**config.mk**
```make
export PLATFORM = sky130hd
export DESIGN_NAME = conv_acc_stage_flat
export DESIGN_NICKNAME = d
export VERILOG_FILES = /design/src/rtl/conv_acc_stage_if.sv /design/src/rtl/conv_acc_stage.sv /design/src/flat_wrapper.sv
export SDC_FILE = /design/constraint.sdc
export NUM_CORES = 1
export LEC_CHECK = 0
export BUFFER_PORTS_ARGS = -buffer_cell sky130_fd_sc_hd__buf_2
export CAP_MARGIN = 20
export CELL_PAD_IN_SITES_DETAIL_PLACEMENT = 1
export CELL_PAD_IN_SITES_GLOBAL_PLACEMENT = 1
export CORE_ASPECT_RATIO = 1.75
export CORE_UTILIZATION = 25
export CTS_BUF_LIST = sky130_fd_sc_hd__clkbuf_8
export CTS_CLUSTER_SIZE = 14
export DETAILED_ROUTE_END_ITERATION = 10
export HOLD_SLACK_MARGIN = 0.05
export PLACE_DENSITY = 0.49
export SLEW_MARGIN = 10
export SYNTH_ARGS = -nofsm -noshare
export SYNTH_HDL_FRONTEND = slang
export SYNTH_SLANG_ARGS = --single-unit
```
**constraint.sdc**
```tcl
create_clock -name clk -period 19.45 [get_ports clk]
set_input_delay 2.9175 -clock clk [delete_from_list [all_inputs] [get_ports clk]]
set_output_delay 2.9175 -clock clk [all_outputs]
set_load 0.005 [all_outputs]
```
**src/rtl/conv_acc_stage_if.sv**
```systemverilog
// Handshake bundle between the multiplier PE, the accumulate stage and the
// output writer. master = upstream/downstream environment, slave = the stage.
interface conv_acc_stage_if #(
  parameter int CNT_W = 12
);
  logic             in_valid;
  logic             in_ready;
  logic [287:0]     product_in;
  logic [31:0]      bias_in;
  logic             relu_en;
  logic             out_valid;
  logic             out_ready;
  logic [15:0]      pixel_out;
  logic             sat_out;
  logic [CNT_W-1:0] pix_cnt;
  logic             done;

  modport master (
    output in_valid, product_in, bias_in, relu_en, out_ready,
    input  in_ready, out_valid, pixel_out, sat_out, pix_cnt, done
  );

  modport slave (
    input  in_valid, product_in, bias_in, relu_en, out_ready,
    output in_ready, out_valid, pixel_out, sat_out, pix_cnt, done
  );
endinterface

```
**src/rtl/conv_acc_stage.sv**
```systemverilog
// Accumulate stage behind the 9-tap multiplier PE: 4-deep adder-tree pipeline
// with bias, round/shift, saturate, optional ReLU, and a per-frame pixel
// counter. One global advance enable stalls the whole pipe under backpressure.

// One first-level pair adder: sign-extends two 32-bit products to 33 bits.
module conv_acc_pair (
  input  logic [31:0] a,
  input  logic [31:0] b,
  output logic [32:0] sum
);
  assign sum = {a[31], a} + {b[31], b};
endmodule

module conv_acc_stage #(
  parameter int SHIFT   = 8,
  parameter int NUM_OUT = 4096,
  parameter int CNT_W   = 12
) (
  input logic             clk,
  input logic             rst_n,
  conv_acc_stage_if.slave bus
);
  localparam int STAGES = 4;
  // Rounding constant 2^(SHIFT-1); zero when no shift is applied.
  localparam logic signed [37:0] RND_K =
    (SHIFT > 0) ? (38'sd1 <<< ((SHIFT > 0) ? SHIFT - 1 : 0)) : 38'sd0;

  typedef struct packed {
    logic [3:0][32:0] pair;
    logic [32:0]      pb;    // p8 + bias
    logic             relu;
  } s1_t;

  typedef struct packed {
    logic [1:0][33:0] quad;
    logic [32:0]      pb;
    logic             relu;
  } s2_t;

  typedef struct packed {
    logic [36:0] acc;
    logic        relu;
  } s3_t;

  logic [STAGES:1]  vld_pipe;
  logic             adv;
  logic [3:0][32:0] pair_sum;
  logic [32:0]      pb_sum;
  s1_t              s1_q;
  s2_t              s2_q;
  s3_t              s3_q;
  logic signed [37:0] acc_x;
  logic signed [37:0] rnd;
  logic [15:0]      pix_n;
  logic             sat_n;
  logic [15:0]      pix_q;
  logic             sat_q;
  logic [CNT_W-1:0] cnt_q;
  logic             done_q;
  logic             out_hs;

  // First tree level: products (2g, 2g+1) per adder lane.
  genvar g;
  generate
    for (g = 0; g < 4; g++) begin : g_pair
      conv_acc_pair u_pair (
        .a   (bus.product_in[g*64 +: 32]),
        .b   (bus.product_in[g*64+32 +: 32]),
        .sum (pair_sum[g])
      );
    end
  endgenerate

  assign pb_sum = {bus.product_in[287], bus.product_in[287:256]}
                + {bus.bias_in[31], bus.bias_in};

  // Whole pipe moves only when the output slot is empty or being drained.
  assign adv          = ~vld_pipe[STAGES] | bus.out_ready;
  assign bus.in_ready = adv;
  assign out_hs       = vld_pipe[STAGES] & bus.out_ready;

  // Valid shift register; reset drops everything in flight.
  always_ff @(posedge clk) begin
    if (!rst_n)
      vld_pipe <= '0;
    else if (adv)
      vld_pipe <= {vld_pipe[STAGES-1:1], bus.in_valid};
  end

  // Adder-tree data stages S1..S3 (no reset needed, qualified by vld_pipe).
  always_ff @(posedge clk) begin
    if (adv) begin
      s1_q.pair    <= pair_sum;
      s1_q.pb      <= pb_sum;
      s1_q.relu    <= bus.relu_en;
      s2_q.quad[0] <= {s1_q.pair[0][32], s1_q.pair[0]} + {s1_q.pair[1][32], s1_q.pair[1]};
      s2_q.quad[1] <= {s1_q.pair[2][32], s1_q.pair[2]} + {s1_q.pair[3][32], s1_q.pair[3]};
      s2_q.pb      <= s1_q.pb;
      s2_q.relu    <= s1_q.relu;
      s3_q.acc     <= {{3{s2_q.quad[0][33]}}, s2_q.quad[0]}
                    + {{3{s2_q.quad[1][33]}}, s2_q.quad[1]}
                    + {{4{s2_q.pb[32]}}, s2_q.pb};
      s3_q.relu    <= s2_q.relu;
    end
  end

  // Round half up, rescale, saturate to int16, then optional ReLU.
  always_comb begin
    acc_x = $signed({s3_q.acc[36], s3_q.acc});
    rnd   = (acc_x + RND_K) >>> SHIFT;
    sat_n = 1'b0;
    pix_n = rnd[15:0];
    if (rnd > 38'sd32767) begin
      pix_n = 16'h7FFF;
      sat_n = 1'b1;
    end else if (rnd < -38'sd32768) begin
      pix_n = 16'h8000;
      sat_n = 1'b1;
    end
    if (s3_q.relu && pix_n[15])
      pix_n = 16'h0000;
  end

  // Output register S4; held while the consumer stalls.
  always_ff @(posedge clk) begin
    if (!rst_n) begin
      pix_q <= '0;
      sat_q <= 1'b0;
    end else if (adv) begin
      pix_q <= pix_n;
      sat_q <= sat_n;
    end
  end

  // Frame pixel counter; done pulses the cycle after the last handshake.
  always_ff @(posedge clk) begin
    if (!rst_n) begin
      cnt_q  <= '0;
      done_q <= 1'b0;
    end else begin
      done_q <= 1'b0;
      if (out_hs) begin
        if (cnt_q == CNT_W'(NUM_OUT - 1)) begin
          cnt_q  <= '0;
          done_q <= 1'b1;
        end else begin
          cnt_q <= cnt_q + 1'b1;
        end
      end
    end
  end

  assign bus.out_valid = vld_pipe[STAGES];
  assign bus.pixel_out = pix_q;
  assign bus.sat_out   = sat_q;
  assign bus.pix_cnt   = cnt_q;
  assign bus.done      = done_q;
endmodule

```
**src/flat_wrapper.sv**
```systemverilog
// flat-port wrapper written by rule: the top's interface ports become plain ports
module conv_acc_stage_flat 
#(
  parameter int SHIFT   = 8,
  parameter int NUM_OUT = 4096,
  parameter int CNT_W   = 12
)
  (clk, rst_n, bus_in_valid, bus_product_in, bus_bias_in, bus_relu_en, bus_out_ready, bus_in_ready, bus_out_valid, bus_pixel_out, bus_sat_out, bus_pix_cnt, bus_done);
  conv_acc_stage_if #(.CNT_W(CNT_W)) bus_i ();
  input logic clk;
  input logic rst_n;
  input wire logic [$bits(bus_i.in_valid)-1:0] bus_in_valid;
  input wire logic [$bits(bus_i.product_in)-1:0] bus_product_in;
  input wire logic [$bits(bus_i.bias_in)-1:0] bus_bias_in;
  input wire logic [$bits(bus_i.relu_en)-1:0] bus_relu_en;
  input wire logic [$bits(bus_i.out_ready)-1:0] bus_out_ready;
  output wire logic [$bits(bus_i.in_ready)-1:0] bus_in_ready;
  output wire logic [$bits(bus_i.out_valid)-1:0] bus_out_valid;
  output wire logic [$bits(bus_i.pixel_out)-1:0] bus_pixel_out;
  output wire logic [$bits(bus_i.sat_out)-1:0] bus_sat_out;
  output wire logic [$bits(bus_i.pix_cnt)-1:0] bus_pix_cnt;
  output wire logic [$bits(bus_i.done)-1:0] bus_done;
  assign bus_i.in_valid = bus_in_valid;
  assign bus_i.product_in = bus_product_in;
  assign bus_i.bias_in = bus_bias_in;
  assign bus_i.relu_en = bus_relu_en;
  assign bus_i.out_ready = bus_out_ready;
  assign bus_in_ready = bus_i.in_ready;
  assign bus_out_valid = bus_i.out_valid;
  assign bus_pixel_out = bus_i.pixel_out;
  assign bus_sat_out = bus_i.sat_out;
  assign bus_pix_cnt = bus_i.pix_cnt;
  assign bus_done = bus_i.done;
  conv_acc_stage #(.SHIFT(SHIFT), .NUM_OUT(NUM_OUT), .CNT_W(CNT_W)) u_core (.clk(clk), .rst_n(rst_n), .bus(bus_i));
endmodule
```
==> results.cfg, run 1 <==
[run_status]
status = complete, no violations

[power_and_ir_drop]
power.density_nw_per_um2 = 162
p_sw_mw = 2.05
ir_drop_mv = 0.0633
seq_power_share = 0.264
clock_power_share = 0.136
internal_power_mw = 2.72
comb_power_share = 0.600
sw_frac_of_total = 0.430
p_leak_nw = 12.5

[clock_network]
cts_resized = 0
cts.clk_slew.worst_paths_ns = 0.07
cts_tree = built
cts_sinks = 333
cts-htree-levels = 2
cts_max_path_buffers = 3
cts_setup_buffers = 0
cts_root_buf = clkbuf_8
cts_buffers = 54
clock_latency_ns = 0.67
hold_buffers = 0

[logic_synthesis]
yosysTopAreaCellShare = 0.359
syn_nets = 3150
async_flop_share = 0
synth.cell_area_um2 = 25000
seq_area_frac_synth = 0.386
synth-edff-count = 299
yosys_warnings = 0
ys.flop_type = edfxtp_1
avgSynthCellArea_um2 = 9.93
syn_inst = 2518
ys_top_cells_by_area = edfxtp_1 (36%), ha_1 (15%), xnor2_1 (6.1%)
synth-seq-cells = 333
yosys.area.top_type = edfxtp_1
synth_cell_types = 91

[placed_design]
dp.cells = 4172
place_hpwl_um = 65900
place_congestion = 0.903
io_buffer_count = 356
place_ws_ns = 12.31

[sta]
setup_tns_ns = 0
rsz0062_at_grt = no
maxSlewViolCount = 0
relSlewSlack = 0.285
finalHoldViolCount = 0
fin_skew_ns = 0.0321
holdWs_ns = 0.413
fmax_ghz = 0.141
setup_viol_count_final = 0
period_needed_ns = 7.11
layout_setup_ws_ns = 12.34
finalCritPeriodShare = 0.366
worstMarginPinSlew_ns = 1.05

[floorplanning]
die_y_um = 420
start_util = 0.252
design.die.area_um2 = 101000
io_pins = 357
rows = 153
fp.coreArea_um2 = 99200
die_x_um = 241

[route]
via_per_inst = 4.91
drt-pass1-iter-count = 5
antenna_left = 0
first_iter_violations = 475
post_drt_wl_per_cell_um = 18.6
routed_wl_um = 79500
vias = 20976
drc = 0

[global_routing]
grt_pass1_wl_um = 123000
grt_pass1_vias = 22987
grt_max_degree = 155
track_usage = 0.156
grt_overflow = 0
antenna_found_initial = 6

[cells_and_area]
area_growth_pct = 18.0
fin_cells = 4270
nets = 3543
drive_gt1_frac = 0.160

[worst_hold_path]
hold_class = reg2reg

[worst_setup_path]
crit_fanout = 40
path_class = in2out
worstPathArrival_ns = 4.19
cp.required_ns = 16.53
cp-end-kind = primary output
worst_setup_path_start_kind = input port

[run]
drv_cap = 0
metrics by stage:
step,instance area (um2),utilization,power [mW]
global placement,28400,0.286,4.10
detailed placement,28400,0.286,4.16
CTS,29500,0.298,4.85
global route,29500,0.298,5.23
finish,29500,0.298,4.78
floorplan,25000,-,3.38
power by group through the flow:
| stage | combinational (mW) | clock, mW | sequential [mW] |
|---|---|---|---|
| 2_1_floorplan | 2.14 | 0 | 1.24 |
| 3_3_place_gp | 2.82 | 0 | 1.28 |
| 3_5_place_dp | 2.88 | 0 | 1.28 |
| 4_1_cts | 2.90 | 0.685 | 1.27 |
| 5_1_grt | 3.23 | 0.707 | 1.29 |
| 6_report | 2.86 | 0.650 | 1.26 |
Yosys cell counts, drive strengths merged, types with 9 or more instances:
| master | n |
|---|---|
| a31oi | 33 |
| o21ai | 152 |
| a21boi | 15 |
| a21oi | 245 |
| xnor2 | 173 |
| and3 | 38 |
| a221o | 19 |
| nor2b | 28 |
| a221oi | 10 |
| o311ai | 10 |
| nand3 | 60 |
| nand4 | 37 |
| nor3 | 63 |
| o21a | 54 |
| o31ai | 11 |
| o31a | 9 |
| a21o | 100 |
| clkbuf | 20 |
| o21bai | 23 |
| o211ai | 26 |
| dfxtp | 34 |
| nand2 | 142 |
| a211oi | 31 |
| nand2b | 28 |
| edfxtp | 299 |
| ha | 299 |
| o2111ai | 9 |
| or3 | 18 |
| xor2 | 84 |
| nor2 | 201 |
| and2 | 22 |
| inv | 99 |
critical path, stage by stage:
cell and delay, ns:
buf_2 0.11, nor2b_1 0.62, inv_8 0.25, buf_2 0.24
state kept, by name, indices dropped and copies added, names as in the netlist:
register              cells
u_core.s1_q             166
u_core.s2_q             102
u_core.acc_x             30
u_core.bus.pixel_out     16
u_core.bus.pix_cnt       12
u_core.vld_pipe           4
u_core.bus.done           1
u_core.bus.sat_out        1
u_core.s3_q               1
logic make-up (layout without fill, tap and decap cells):
kind of cell / count (synthesis) / count (layout) / synth area share
buf+inv: 125 / 557 / 0.0197
flops: 333 / 333 / 0.386
compound gates: 810 / 810 / 0.211
simple gates: 675 / 675 / 0.132
mux: 11 / 11 / 0.00455
other cells: 0 / 3 / 0
fa+ha+maj: 307 / 307 / 0.156
xor+xnor: 257 / 257 / 0.0900
cell usage in the layout (no fill, tap or decap), types with 37 or more instances in the layout:
| cell | instances |
|---|---|
| buf_2 | 356 |
| ha_1 | 299 |
| edfxtp_1 | 299 |
| a21oi_1 | 245 |
| nor2_1 | 201 |
| xnor2_1 | 173 |
| nand2_1 | 142 |
| o21ai_0 | 140 |
| inv_1 | 113 |
| a21o_1 | 100 |
| xor2_1 | 84 |
| nand3_1 | 59 |
| nor3_1 | 59 |
| clkbuf_8 | 58 |
| o21a_1 | 54 |
| and3_1 | 38 |
| nand4_1 | 37 |
final cells by class:
class | instances | area, um2
antenna | 3 | 7.51
inverter | 100 | 383
timing repair buffer | 362 | 1840
clock inverter | 37 | 318
clock buffer | 58 | 798
tap | 1317 | 1650
sequential | 333 | 9660
fill | 11552 | 69600
multi-input combinational | 2060 | 14900
worst paths after layout:
kind	startpoint	to	slack [ns]	cells after the start
setup / recovery	bus_out_ready	bus_in_ready	12.34	4
hold / removal	u_core.s1_q[9]	u_core.s2_q[9]	0.41	0
setup reg to reg	u_core.s2_q[34]	u_core.acc_x[35]	13.31	20
hold reg to reg	u_core.s1_q[9]	u_core.s2_q[9]	0.41	0
routing by layer:
| layer | GRT usage | up-vias | share of wire |
|---|---|---|---|
| li1 | - | 10335 | - |
| met1 | 0.158 | 10018 | 0.38 |
| met2 | 0.306 | 453 | 0.54 |
| met5 | 0 | - | 0.00029 |
| met3 | 0.0198 | 166 | 0.035 |
| met4 | 0.0740 | 4 | 0.046 |
Power figures use the tool's default switching activity.
==> run 2: changes to the inputs <==
--- a/config.mk
+++ b/config.mk
@@ -5,6 +5,7 @@
 export SDC_FILE = /design/constraint.sdc
 export NUM_CORES = 1
 export LEC_CHECK = 0
+export ABC_AREA = 1
 export BUFFER_PORTS_ARGS = -buffer_cell sky130_fd_sc_hd__buf_2
 export CAP_MARGIN = 20
 export CELL_PAD_IN_SITES_DETAIL_PLACEMENT = 1
@@ -15,7 +16,7 @@
 export CTS_CLUSTER_SIZE = 14
 export DETAILED_ROUTE_END_ITERATION = 10
 export HOLD_SLACK_MARGIN = 0.05
-export PLACE_DENSITY = 0.49
+export PLACE_DENSITY = 0.52
 export SLEW_MARGIN = 10
 export SYNTH_ARGS = -nofsm -noshare
 export SYNTH_HDL_FRONTEND = slang
==> constraint.sdc (replaced) <==
create_clock -name clk -period 5.8 [get_ports clk]
set_input_delay 0.87 -clock clk [delete_from_list [all_inputs] [get_ports clk]]
set_output_delay 0.87 -clock clk [all_outputs]
set_load 0.005 [all_outputs]
==> run 2 against run 1 <==
  * Combinational power rose to 4.1 times the previous value
  * Synthesized cell count up 31%
  * Sequential power rose to 3.5 times the previous value
  * Count of clock-buffer cells in the layout down 3
  * Power rose to 3.8 times the previous value
  * Non-clock buffer count up 1
  * Critical endpoint is now u_core.acc_x[34]
==> results.cfg, run 2 <==
[run_status]
status = complete, no violations

[route]
vias = 24145
antenna_left = 0
routed_wl_um = 100000
drt-pass1-iter-count = 6
post_drt_wl_per_cell_um = 19.6
drc = 0
first_iter_violations = 837
via_per_inst = 4.73

[placed_design]
dpl_cell_area_um2 = 30400
dp.cells = 5001
place_congestion = 0.884
io_buffer_count = 356
place_hpwl_um = 87000

[worst_setup_path]
cp_num_buf_inv = 1
r2r_setup_slack_ns = 0.85
cp_common_cell = nand2_1
critPathMaxStageDelay_ns = 0.53
path_class = reg2reg
crit_fanout = 5
critPathSlowestCell = nor4_1
cp-end-kind = register
crit_chain = ha_1, fa_1, nand3_1, nand2_1, a21oi_1, o21ai_0, nand2_1, nand2_1, o21ai_0, o21ai_0, nand3_1, nand2_1, nand2_1, nand2_1, ha_1, nand2_1, nor2_1, inv_1, nor4_1, nand3_1, nand3_1, xor2_1
worst_setup_path_start_kind = register
cpLargestDelayFamily = simple AND/OR/NAND/NOR gates
cp.required_ns = 6.20
worstPathArrival_ns = 5.34

[logic_synthesis]
ys_top_cells_by_area = edfxtp_1 (33%), ha_1 (14%), nand2_1 (9.2%)
synth-edff-count = 299
yosys_warnings = 0
synth_cell_types = 45
yosys.area.top_type = edfxtp_1
synth.cell_area_um2 = 26900
syn_nets = 3919
async_flop_share = 0
ys.flop_type = edfxtp_1
avgSynthCellArea_um2 = 8.19
synth.most_common_cell = nand2_1
syn_inst = 3287
yosys-top-cells-count = nand2_1 (660), a21oi_1 (362), nor2_1 (349)
seq_area_frac_synth = 0.359
yosysTopAreaCellShare = 0.334
synth-seq-cells = 333

[floorplanning]
rows = 158
io_pins = 357
die_x_um = 250
design.die.area_um2 = 109000
start_util = 0.253
die_y_um = 436
fp.coreArea_um2 = 106000

[cells_and_area]
drive_gt1_frac = 0.128
fin_cells = 5103
final_common_cell = nand2_1
area_growth_pct = 16.9
largest_register_ffs = 166
largest_register = u_core.s1_q
layout_common_cells = nand2_1 (660), a21oi_1 (362), buf_2 (356)
nets = 4330
nFillCells = 12918
final_cell_area_um2 = 31500

[clock_network]
cts_sinks = 333
cts_buffers = 55
clock_latency_ns = 0.70
cts_setup_buffers = 0
cts_resized = 0
cts-htree-levels = 2
cts.clk_slew.worst_paths_ns = 0.06
cts_max_path_buffers = 3
hold_buffers = 0
cts_root_buf = clkbuf_8
cts_tree = built

[global_routing]
grt_max_degree = 154
grt_pass1_wl_um = 152000
antenna_found_initial = 2
grt_overflow = 0
track_usage = 0.183
grt_pass1_vias = 26620

[sta]
relSlewSlack = 0.267
finalCritPeriodShare = 0.853
setup_tns_ns = 0
period_needed_ns = 4.95
worstMarginPinSlew_ns = 1.10
finalHoldViolCount = 0
fin_skew_ns = 0.0461
maxSlewViolCount = 0
setup_viol_count_final = 0
fmax_ghz = 0.202
rsz0062_at_grt = no

[worst_hold_path]
hold_class = in2reg

[power_and_ir_drop]
ir_drop_mv = 0.281
power.density_nw_per_um2 = 582
p_leak_nw = 14.0

[run]
drv_cap = 0
## run 2: report_power, final
group          internal [mW]  total (mW)  leakage [nW]  switching (mW)
logic                   4.06        11.8          9.98            7.74
clock network           1.03        2.08         0.581            1.06
registers               3.94        4.41          3.44           0.466
total                   9.03        18.3          14.0            9.26
## run 2: metrics by stage
| step | hold WS (ns) | worst slack, ns | util | total power, mW |
|---|---|---|---|---|
| 6_report | 0.372 | 0.854 | 0.296 | 18.3 |
| 5_1_grt | 0.335 | 0.530 | 0.296 | 20.0 |
| 4_1_cts | 0.302 | 0.767 | 0.296 | 18.6 |
| 3_5_place_dp | 0.407 | 0.816 | 0.286 | 16.5 |
| 3_3_place_gp | 0.403 | 0.898 | 0.286 | 16.4 |
| 2_1_floorplan | 0.400 | 1.89 | - | 12.3 |
## run 2: area by class of cell
type,instances,area [um2],share of cell area
multi-input combinational,2620,16000,0.508
antenna,2,5.00,0.000159
sequential,333,9660,0.307
clock inverter,45,290,0.00923
tap,1360,1700,0.0541
clock buffer,55,757,0.0241
timing repair buffer,363,1850,0.0587
inverter,325,1230,0.0390
## run 2: path summary, 6_finish.rpt
check / startpoint / end / depth (start not counted)
worst max-delay path: u_core.s2_q[34] / u_core.acc_x[34] / 22
worst min-delay path: bus_relu_en / u_core.s1_q[0] / 1
worst max register to register: u_core.s2_q[34] / u_core.acc_x[34] / 22
worst min register to register: u_core.s1_q[12] / u_core.s2_q[12] / 0
## run 2: worst reg2reg max path, stage by stage (launching register included)
cell and delay (ns):
edfxtp_1 0.37, ha_1 0.30, fa_1 0.43, nand3_1 0.09
nand2_1 0.12, a21oi_1 0.22, o21ai_0 0.19, nand2_1 0.10
nand2_1 0.12, o21ai_0 0.42, o21ai_0 0.25, nand3_1 0.14
nand2_1 0.06, nand2_1 0.06, nand2_1 0.06, ha_1 0.36
nand2_1 0.11, nor2_1 0.14, inv_1 0.10, nor4_1 0.53
nand3_1 0.16, nand3_1 0.24, xor2_1 0.10
## run 2: per-layer routing
| layer | GRT usage | up-vias | routed length [um] |
|---|---|---|---|
| met5 | 0 | - | 0 |
| met3 | 0.0141 | 165 | 1790 |
| met2 | 0.385 | 362 | 58100 |
| met4 | 0.0918 | 0 | 5450 |
| li1 | - | 12235 | - |
| met1 | 0.169 | 11383 | 34800 |
## run 2: kinds of logic (layout without fill, tap and decap cells)
logic type | count (synthesis) | in the layout | synth area share
AO/OA/AOI/OAI | 768 | 768 | 0.163
XOR/XNOR | 282 | 282 | 0.0921
adder cells (fa/ha/maj) | 307 | 307 | 0.145
buffers and inverters | 334 | 788 | 0.0479
flip-flops | 333 | 333 | 0.359
other | 0 | 2 | 0
AND/OR/NAND/NOR | 1263 | 1263 | 0.194
==> run 3: changes to the inputs <==
--- a/config.mk
+++ b/config.mk
@@ -5,7 +5,6 @@
 export SDC_FILE = /design/constraint.sdc
 export NUM_CORES = 1
 export LEC_CHECK = 0
-export ABC_AREA = 1
 export BUFFER_PORTS_ARGS = -buffer_cell sky130_fd_sc_hd__buf_2
 export CAP_MARGIN = 20
 export CELL_PAD_IN_SITES_DETAIL_PLACEMENT = 1
@@ -16,7 +15,7 @@
 export CTS_CLUSTER_SIZE = 14
 export DETAILED_ROUTE_END_ITERATION = 10
 export HOLD_SLACK_MARGIN = 0.05
-export PLACE_DENSITY = 0.52
+export PLACE_DENSITY = 0.51
 export SLEW_MARGIN = 10
 export SYNTH_ARGS = -nofsm -noshare
 export SYNTH_HDL_FRONTEND = slang
==> constraint.sdc (replaced) <==
create_clock -name clk -period 5.8 [get_ports clk]
set_input_delay 0.87 -clock clk [delete_from_list [all_inputs] [get_ports clk]]
set_output_delay 0.87 -clock clk [all_outputs]
set_load 0.05 [all_outputs]
==> run 3 against run 2 <==
  * Routed wire length fell by 21%
  * Fmax down 8.8%
  * Non-clock buffer count is 6 higher
  * Via count down 13%
  * Sequential share of layout area increased by 1.9 points
  * Final area down 5.9%
  * Sequential cell count unchanged
  * Power is 11% lower
  * Clock power grew 6%
  * Count of clock-buffer cells in the layout grew 5
  * Register-to-register slack got worse by 0.48 ns
  * Critical path depth shrank 3
==> results.cfg, run 3 (synthesis results as in run 1) <==
[run_status]
status = complete, no violations

[global_routing]
grt_pass1_wl_um = 121000
use_met3 = 0.0178
antenna_found_initial = 1
top_usage_layer = met2
met2_usage = 0.299
grt_pass1_vias = 22818
grt_overflow = 0
grtUsageMet1 = 0.160
grt_max_degree = 124
track_usage = 0.154

[cells_and_area]
drive_gt1_frac = 0.162
fin_cells = 4282
layout_common_cells = buf_2 (356), ha_1 (299), edfxtp_1 (299)
largest_register = u_core.s1_q
area_growth_pct = 18.3
nets = 3553
largest_register_ffs = 166
final_common_cell = buf_2

[worst_setup_path]
crit_chain = ha_1, fa_1, a211oi_1, o21ai_0, a2111oi_1, buf_4, o21ai_0, and2_1, nor2_1, ha_1, and2_1, a221o_1, a221oi_1, o21ai_0, o2111ai_1, buf_4, a211oi_1, o31a_1, o31a_1
critPathSlowestCell = a2111oi_1
cp-end-kind = register
crit_fanout = 5
path_class = reg2reg
worst_setup_path_start_kind = register
worstPathArrival_ns = 5.84
critPathMaxStageDelay_ns = 0.45
cp_common_cell = o21ai_0
cp.required_ns = 6.22

[clock_network]
cts_max_path_buffers = 3
cts_tree = built
cts_sinks = 333
cts-htree-levels = 2
cts_buffers = 57
cts.clk_slew.worst_paths_ns = 0.06
cts_root_buf = clkbuf_8
clock_latency_ns = 0.72
cts_setup_buffers = 0

[route]
drt-pass1-iter-count = 4
post_drt_wl_per_cell_um = 18.4
first_iter_violations = 474
drc = 0
antenna_left = 0
vias = 20980
via_per_inst = 4.90
routed_wl_um = 78700

[sta]
finalCritPeriodShare = 0.935
fin_skew_ns = 0.0644
period_needed_ns = 5.42
rsz0062_at_grt = no
worstMarginPinSlew_ns = 0.963
maxSlewViolCount = 0
setup_tns_ns = 0
fmax_ghz = 0.184
relSlewSlack = 0.358
setup_viol_count_final = 0
finalHoldViolCount = 0

[worst_hold_path]
hold_class = in2reg

[floorplanning]
design.die.area_um2 = 101000
fp.coreArea_um2 = 99200
die_x_um = 241
die_y_um = 420
rows = 153
start_util = 0.252
io_pins = 357

[power_and_ir_drop]
p_leak_nw = 12.6
ir_drop_mv = 0.245
power.density_nw_per_um2 = 552

[placed_design]
io_buffer_count = 356
place_hpwl_um = 65200
place_congestion = 0.878
dp.cells = 4179

[run]
drv_cap = 0
[run 3: cell count changes in the layout (fill, tap and decap cells not counted), moves of 28 or more]
cell,before,now
nand3_1,126,59
a21oi_1,362,245
and3_1,1,38
nor2b_1,0,28
inv_1,334,119
nand2_1,660,142
nand2b_1,0,28
a21o_1,41,100
o21ai_0,191,140
nor2_1,348,201
xnor2_1,104,173
xor2_1,177,84
[run 3: metal layers]
metal	part of all wire	wire length (um)
met1	0.39	30800
met2	0.53	41700
met3	0.031	2420
met4	0.048	3740
met5	0	0
[run 3: worst paths after layout]
path	slack, ns	cells past startpoint	from	endpoint
min reg2reg	0.41	0	u_core.s1_q[5]	u_core.s2_q[5]
min	0.39	1	bus_relu_en	u_core.s1_q[0]
max reg2reg	0.38	19	u_core.s2_q[34]	u_core.acc_x[33]
max	0.38	19	u_core.s2_q[34]	u_core.acc_x[33]
[run 3: final cells by class]
cell class              count  area, um2
fillers                 11573      69600
multi-input cells        2060      14900
flip-flops and latches    333       9660
repair buffers            369       1890
well taps                1317       1650
clock buffers              60        826
inverters                 100        388
clock inverters            42        322
diodes                      1       2.50
[run 3: what timing repair did]
action                                 CTS  global route
gates resized for setup                  0             1
setup endpoints to repair                0             3
hold buffers                             0             0
endpoints found under the hold margin    0             0
[run 3: stage by stage]
stage / setup slack, ns / power [mW] / hold WS [ns] / instance area [um2] / utilization
floorplan: 1.13 / 11.5 / 0.400 / 25000 / -
CTS: 0.163 / 16.6 / 0.314 / 29600 / 0.298
detailed placement: 0.218 / 14.2 / 0.406 / 28400 / 0.287
global route: 0.0446 / 17.7 / 0.339 / 29600 / 0.299
finish: 0.378 / 16.3 / 0.385 / 29600 / 0.299
global placement: 0.268 / 14.1 / 0.409 / 28400 / 0.287
[run 3: report_power, final]
| group | internal [mW] | leakage (nW) | switching (mW) | total [mW] |
|---|---|---|---|---|
| Clock | 1.18 | 0.650 | 1.03 | 2.20 |
| Combinational | 4.18 | 8.52 | 5.69 | 9.87 |
| Sequential | 3.88 | 3.43 | 0.377 | 4.26 |
| Total | 9.24 | 12.6 | 7.09 | 16.3 |
[run 3: critical path, delay by kind of cell (launching register included)]
family / cells / cell delay, ns
AND/OR/NAND/NOR: 3 / 0.53
flip-flops: 1 / 0.37
adder cells (fa/ha/maj): 3 / 0.98
AO/OA/AOI/OAI: 11 / 2.92
buffers and inverters: 2 / 0.37
